<file path="config.mk">
export PLATFORM = sky130hd
export DESIGN_NAME = jump_sound_synth
export DESIGN_NICKNAME = d
export VERILOG_FILES = /design/src/rtl/jump_sound_synth.sv
export SDC_FILE = /design/constraint.sdc
export NUM_CORES = 1
export LEC_CHECK = 0
export CORE_UTILIZATION = 56
export CTS_CLUSTER_SIZE = 12
export DETAILED_ROUTE_END_ITERATION = 12
export PLACE_DENSITY = 0.76
export SKIP_LAST_GASP = 1
export SLEW_MARGIN = 40
export SYNTH_ARGS = -nofsm -noshare
export SYNTH_HDL_FRONTEND = slang
export SYNTH_SLANG_ARGS = --single-unit
</file>
<file path="constraint.sdc">
create_clock -name clk -period 3.09 [get_ports clk]
set_input_delay 0.618 -clock clk [delete_from_list [all_inputs] [get_ports clk]]
set_output_delay 0.618 -clock clk [all_outputs]
set_load 0.02 [all_outputs]
</file>
<file path="src/rtl/jump_sound_synth.sv">
// Jump chirp generator: a square wave that rises in pitch and decays in amplitude note by note.
// Each sample is shifted out MSB first to an SPI DAC as the 16-bit word {4'b0011, sample}.
module jump_sound_synth #(
  parameter int          SAMPLE_DIV   = 400,
  parameter int          SCK_DIV      = 4,
  parameter int          TONE_START   = 20,
  parameter int          TONE_STEP    = 4,
  parameter int          NOTE_SAMPLES = 200,
  parameter int          NUM_NOTES    = 4,
  parameter logic [11:0] AMP_INIT     = 12'h400
) (
  input  logic        clk,
  input  logic        rst,
  input  logic        trigger,
  output logic        busy,
  output logic [11:0] sample_out,
  output logic        dac_sdi,
  output logic        dac_cs,
  output logic        dac_sck
);

  localparam int DATA_W = 12;

  typedef enum logic [1:0] {IDLE, PLAY, FLUSH} state_t;

  state_t state, state_nxt;
  logic [15:0] div_cnt, note, smp_cnt, phase;
  logic        pol, flush_sent;
  logic        launch_vld_p0;
  logic        frame_act;
  logic [15:0] shreg;
  logic [15:0] sck_cnt;
  logic [3:0]  bit_cnt;

  logic              tick, ser_busy, last_smp, last_note, sck_edge, frame_done, launch;
  logic [DATA_W-1:0] amp, smp_val;
  logic [15:0]       hp, word;

  function automatic logic [15:0] half_period(input logic [15:0] n);
    int h;
    h = TONE_START - int'(n) * TONE_STEP;
    if (h < 1) h = 1;
    return 16'(h);
  endfunction

  // Mid-scale offset plus or minus the amplitude, clamped to the DAC code range.
  function automatic logic [DATA_W-1:0] sat_sample(input logic p, input logic [DATA_W-1:0] a);
    logic signed [13:0] v;
    v = p ? (14'sh800 + $signed({2'b00, a})) : (14'sh800 - $signed({2'b00, a}));
    if (v < 0) return 12'h000;
    else if (v > 14'sh0FFF) return 12'hFFF;
    else return v[11:0];
  endfunction

  assign tick       = (state != IDLE) && (div_cnt == '0);
  assign ser_busy   = launch_vld_p0 || frame_act;
  assign last_smp   = (smp_cnt == 16'(NOTE_SAMPLES - 1));
  assign last_note  = (note == 16'(NUM_NOTES - 1));
  assign sck_edge   = (sck_cnt == 16'(SCK_DIV - 1));
  assign frame_done = frame_act && sck_edge && dac_sck && (bit_cnt == 4'd15);
  assign hp         = half_period(note);
  assign amp        = AMP_INIT >> note;
  assign smp_val    = (state == PLAY) ? sat_sample(pol, amp) : 12'h800;
  assign launch     = tick && !ser_busy && !trigger && ((state == PLAY) || !flush_sent);
  assign word       = {4'b0011, sample_out};
  assign busy       = (state != IDLE) || ser_busy;

  always_comb begin
    state_nxt = state;
    case (state)
      IDLE:    if (trigger) state_nxt = PLAY;
      PLAY:    if (trigger) state_nxt = PLAY;
               else if (tick && last_smp && last_note) state_nxt = FLUSH;
      FLUSH:   if (trigger) state_nxt = PLAY;
               else if (flush_sent && frame_done) state_nxt = IDLE;
      default: state_nxt = IDLE;
    endcase
  end

  always_ff @(posedge clk) begin
    if (rst) state <= IDLE;
    else     state <= state_nxt;
  end

  // Stage p0: tone generation and sample tick
  always_ff @(posedge clk) begin
    if (rst || trigger) begin
      div_cnt    <= '0;
      note       <= '0;
      smp_cnt    <= '0;
      phase      <= '0;
      pol        <= 1'b1;
      flush_sent <= 1'b0;
    end else if (state != IDLE) begin
      div_cnt <= (div_cnt == 16'(SAMPLE_DIV - 1)) ? '0 : div_cnt + 16'd1;
      if (tick && state == PLAY) begin
        if (last_smp) begin
          smp_cnt <= '0;
          note    <= note + 16'd1;
          phase   <= '0;
          pol     <= 1'b1;
        end else begin
          smp_cnt <= smp_cnt + 16'd1;
          if (phase == hp - 16'd1) begin
            phase <= '0;
            pol   <= ~pol;
          end else begin
            phase <= phase + 16'd1;
          end
        end
      end
      if (launch && state == FLUSH) flush_sent <= 1'b1;
    end
  end

  always_ff @(posedge clk) begin
    if (rst) begin
      sample_out    <= 12'h800;
      launch_vld_p0 <= 1'b0;
    end else begin
      launch_vld_p0 <= launch;
      if (launch) sample_out <= smp_val;
    end
  end

  // Stage p1: SPI serializer; the next bit is presented on each falling sck
  always_ff @(posedge clk) begin
    if (rst) begin
      frame_act <= 1'b0;
      dac_cs    <= 1'b1;
      dac_sck   <= 1'b0;
      dac_sdi   <= 1'b0;
      sck_cnt   <= '0;
      bit_cnt   <= '0;
    end else if (launch_vld_p0) begin
      frame_act <= 1'b1;
      dac_cs    <= 1'b0;
      dac_sck   <= 1'b0;
      dac_sdi   <= word[15];
      sck_cnt   <= '0;
      bit_cnt   <= '0;
    end else if (frame_act) begin
      if (sck_edge) begin
        sck_cnt <= '0;
        dac_sck <= ~dac_sck;
        if (dac_sck) begin
          if (bit_cnt == 4'd15) begin
            dac_cs    <= 1'b1;
            frame_act <= 1'b0;
            dac_sdi   <= 1'b0;
          end else begin
            bit_cnt <= bit_cnt + 4'd1;
            dac_sdi <= shreg[15];
          end
        end
      end else begin
        sck_cnt <= sck_cnt + 16'd1;
      end
    end
  end

  always_ff @(posedge clk) begin
    if (launch_vld_p0) shreg <= {word[14:0], 1'b0};
    else if (frame_act && sck_edge && dac_sck) shreg <= {shreg[14:0], 1'b0};
  end

endmodule

</file>
==> results.ini <==
[outcome]
status = finished clean

[route]
drt_iter0_markers = 388
ant_nets = 0
routedWlPerCell_um = 15.8
first_pass_iters = 5
totalWireLength_um = 14900
vias = 5650
drt-vias-per-instance = 5.99
drc = 0

[critical_path]
critPathKind = flip-flop to flip-flop
critPathLaunchType = flip-flop
cp.arrival_ns = 3.25
end_kind = flip-flop
cp_data_required_time_ns = 3.38
r2r_end = phase[7]$_SDFFE_PP0P_
slowest_delay_ns = 0.45
worstPathCellList = a2111o_1 -> or3_1 -> o31a_1 -> nor4_4 -> a21oi_2 -> a211o_1 -> a211oi_2 -> buf_6 -> nor3_1
r2r_start = note[1]$_SDFFE_PP0P_
worstPathMaxFanout = 14
critPathSlowestCell = a2111o_1
r2r_cells = 9
r2r_slack_ns = 0.13

[pwr]
switching_power_mw = 0.787
seqPwrFrac_pct = 41.7
p_per_area_nw_per_um2 = 513
p_clk_share_pct = 55.6
ir_worst_vdd_uv = 532
cellInternalPower_mw = 3.04
swShare_pct = 20.6
leakage_nw = 2.69
comb_power_share_pct = 2.7

[clock_tree]
clock-sinks = 120
hold_buffers = 0
cts_tree = done
cts.path.max_buffers = 2
clk_latency_ns = 0.42
htreeDepth = 4
numCtsBuffers = 17
cts.clk_slew.worst_paths_ns = 0.06
cts_root_buf = clkbuf_16

[finish]
utilization_pct = 67.6
layout.nets = 805
multi_input_comb_area_um2 = 3690
register_area_um2 = 2520
layout-drive-gt1-share_pct = 10.2
fill_cells = 889
diodes = 0
area_growth_pct = 15.9

[synthesis]
ys_warn_count = 0
synthTopCellsByArea = dfxtp_1 34%, xor2_1 7.1%, nor2_1 6.1%
synthArstFlopShare_pct = 0
syn_inst = 777
ys_seq_area_share_pct = 39.2
synth_common_cells = 108 x dfxtp_1, 104 x nor2_1, 75 x nand2_1
synth_seq_cells = 120
synth_area_per_cell_um2 = 8.28
syn-cell-area_um2 = 6430
syn-num-nets = 792
synth_edf_count = 12
synth_top_area_cell = dfxtp_1
yosysMostFrequentCell = dfxtp_1
synth_cell_type_count = 66
synth_top_flop_cell = dfxtp_1
yosysTopAreaCellShare_pct = 33.6

[floorplanning]
dieHeight_um = 109
initial_core_util_pct = 58.3
design.die.area_um2 = 11900
core_um2 = 11000
ioPinCount = 19
rows = 38
die_w_um = 109

[timing]
slew_headroom_pct = 61.1
final.setup.tns_ns = 0
setup_ws_ns = 0.132
fin_skew_ns = 0.00932
slew_violations = 0
rsz0062_at_grt = false
finalCritPeriodShare_pct = 95.7
fin_crit_ns = 2.96
hold_viol = 0
fmax_mhz = 338
finalSetupViolCount = 0
max_slew.worst_pin.slew_ns = 0.579

[placement]
place_ws_ns = 0.108
io_buffers = 18
gp_congestion = 0.854
dp_hpwl_um = 10200

[worst_hold_path]
holdPathEnd = dac_sdi$_SDFFE_PP0P_
worstHoldPathType = flip-flop to flip-flop
worstHoldStart = dac_sdi$_SDFFE_PP0P_
hold_depth = 2

[flow_run]
drv_cap = 0

[global_routing]
antenna_found_initial = 0
grt_remaining_overflow = 0
grt_pass1_vias = 5311
grt_max_degree = 31
track_usage_pct = 26.4
grt_pass1_wl_um = 24600

-- per-layer routing --
layer,vias to the layer above,GRT usage (%),part of all wire (%)
li1,2796,-,-
met1,2678,32.7,46
met2,145,43.4,48
met3,31,6.99,4.4
met4,0,10.6,1.8
met5,-,0,0
-- kinds of logic (layout without fill, tap and decap cells) --
logic type      count (synthesis)  in the layout  share of synthesized area, %
buf+inv                        63             89                          3.97
xor+xnor                       79             79                          10.8
mux                            17             17                          2.86
simple gates                  368            368                          28.4
fa+ha+maj                      12             12                          2.33
flops                         120            120                          39.2
compound gates                118            118                          12.4
-- placed cells by master, fill, tap and decap left out, types with 5 or more instances in the layout --
cell and count:
a22oi_1 7, clkdlybuf4s50_1 18, nand4_1 23, a21oi_1 30
nor2_1 104, a31oi_1 11, xnor2_1 27, and4_1 6
buf_4 23, and2_1 6, xor2_1 52, nand2_1 75
inv_1 15, edfxtp_1 12, mux2_2 11, clkbuf_16 19
o2111ai_1 5, nor3_1 32, o21ai_0 19, or3_1 17
and3_1 16, nor4_1 15, nand3_1 40, ha_1 12
nor2b_1 8, dfxtp_1 107, mux2i_1 6, or2_2 5
-- sequential cells by signal, indices dropped and copies added (netlist names), 2 cells and up --
name / count
div_cnt: 16
note: 16
phase: 16
sck_cnt: 16
smp_cnt: 16
shreg: 15
sample_out: 12
bit_cnt: 4
state: 2
-- critical path, delay by kind of cell (launching register included) --
kind / cells / cell delay [ns]
AOI/OAI and AO/OA: 5 / 1.51
DFF: 1 / 0.37
and+or+nand+nor: 3 / 0.76
buffers and inverters: 1 / 0.19
-- area by class of cell --
class,count,area share [%]
timing repair buffer,42,4.89
sequential,120,33.9
inverter,15,0.755
clock buffer,24,6.90
tap,140,2.35
clock inverter,8,1.75
multi-input combinational,594,49.5
-- power groups by stage --
| stage | logic, mW | clock network (mW) | registers (mW) |
|---|---|---|---|
| 5_1_grt | 0.111 | 2.23 | 1.60 |
| 3_5_place_dp | 0.101 | 0 | 1.63 |
| 2_1_floorplan | 0.0726 | 0 | 1.63 |
| 3_3_place_gp | 0.0968 | 0 | 1.63 |
| 6_report | 0.102 | 2.13 | 1.60 |
| 4_1_cts | 0.102 | 2.15 | 1.60 |
-- how the worst max path moves through the flow --
stage / end / cells after the start / start
final: phase[7]$_SDFFE_PP0P_ / 9 / note[1]$_SDFFE_PP0P_
after global routing: phase[7]$_SDFFE_PP0P_ / 9 / note[1]$_SDFFE_PP0P_
after CTS: phase[7]$_SDFFE_PP0P_ / 9 / note[1]$_SDFFE_PP0P_
after detailed placement: phase[4]$_SDFFE_PP0P_ / 9 / note[1]$_SDFFE_PP0P_
after global placement: phase[3]$_SDFFE_PP0P_ / 9 / note[1]$_SDFFE_PP0P_
after floorplan: phase[10]$_SDFFE_PP0P_ / 12 / note[1]$_SDFFE_PP0P_
-- through the flow --
| step | instance area (um^2) | hold slack [ns] | std cells | total power [mW] |
|---|---|---|---|---|
| final | 7450 | 0.468 | 943 | 3.82 |
| after CTS | 7410 | 0.458 | 942 | 3.85 |
| after global routing | 7450 | 0.482 | 943 | 3.93 |
| after floorplan | 6440 | 0.432 | 777 | 1.70 |
| after detailed placement | 6770 | 0.451 | 910 | 1.73 |
| after global placement | 6770 | 0.443 | 910 | 1.72 |
-- timing repair --
item,4_1_cts,5_1_grt
resized for setup,0,8
setup buffers,0,1
setup endpoints to repair,0,15
Note: power is estimated with default switching activity, not from simulation.
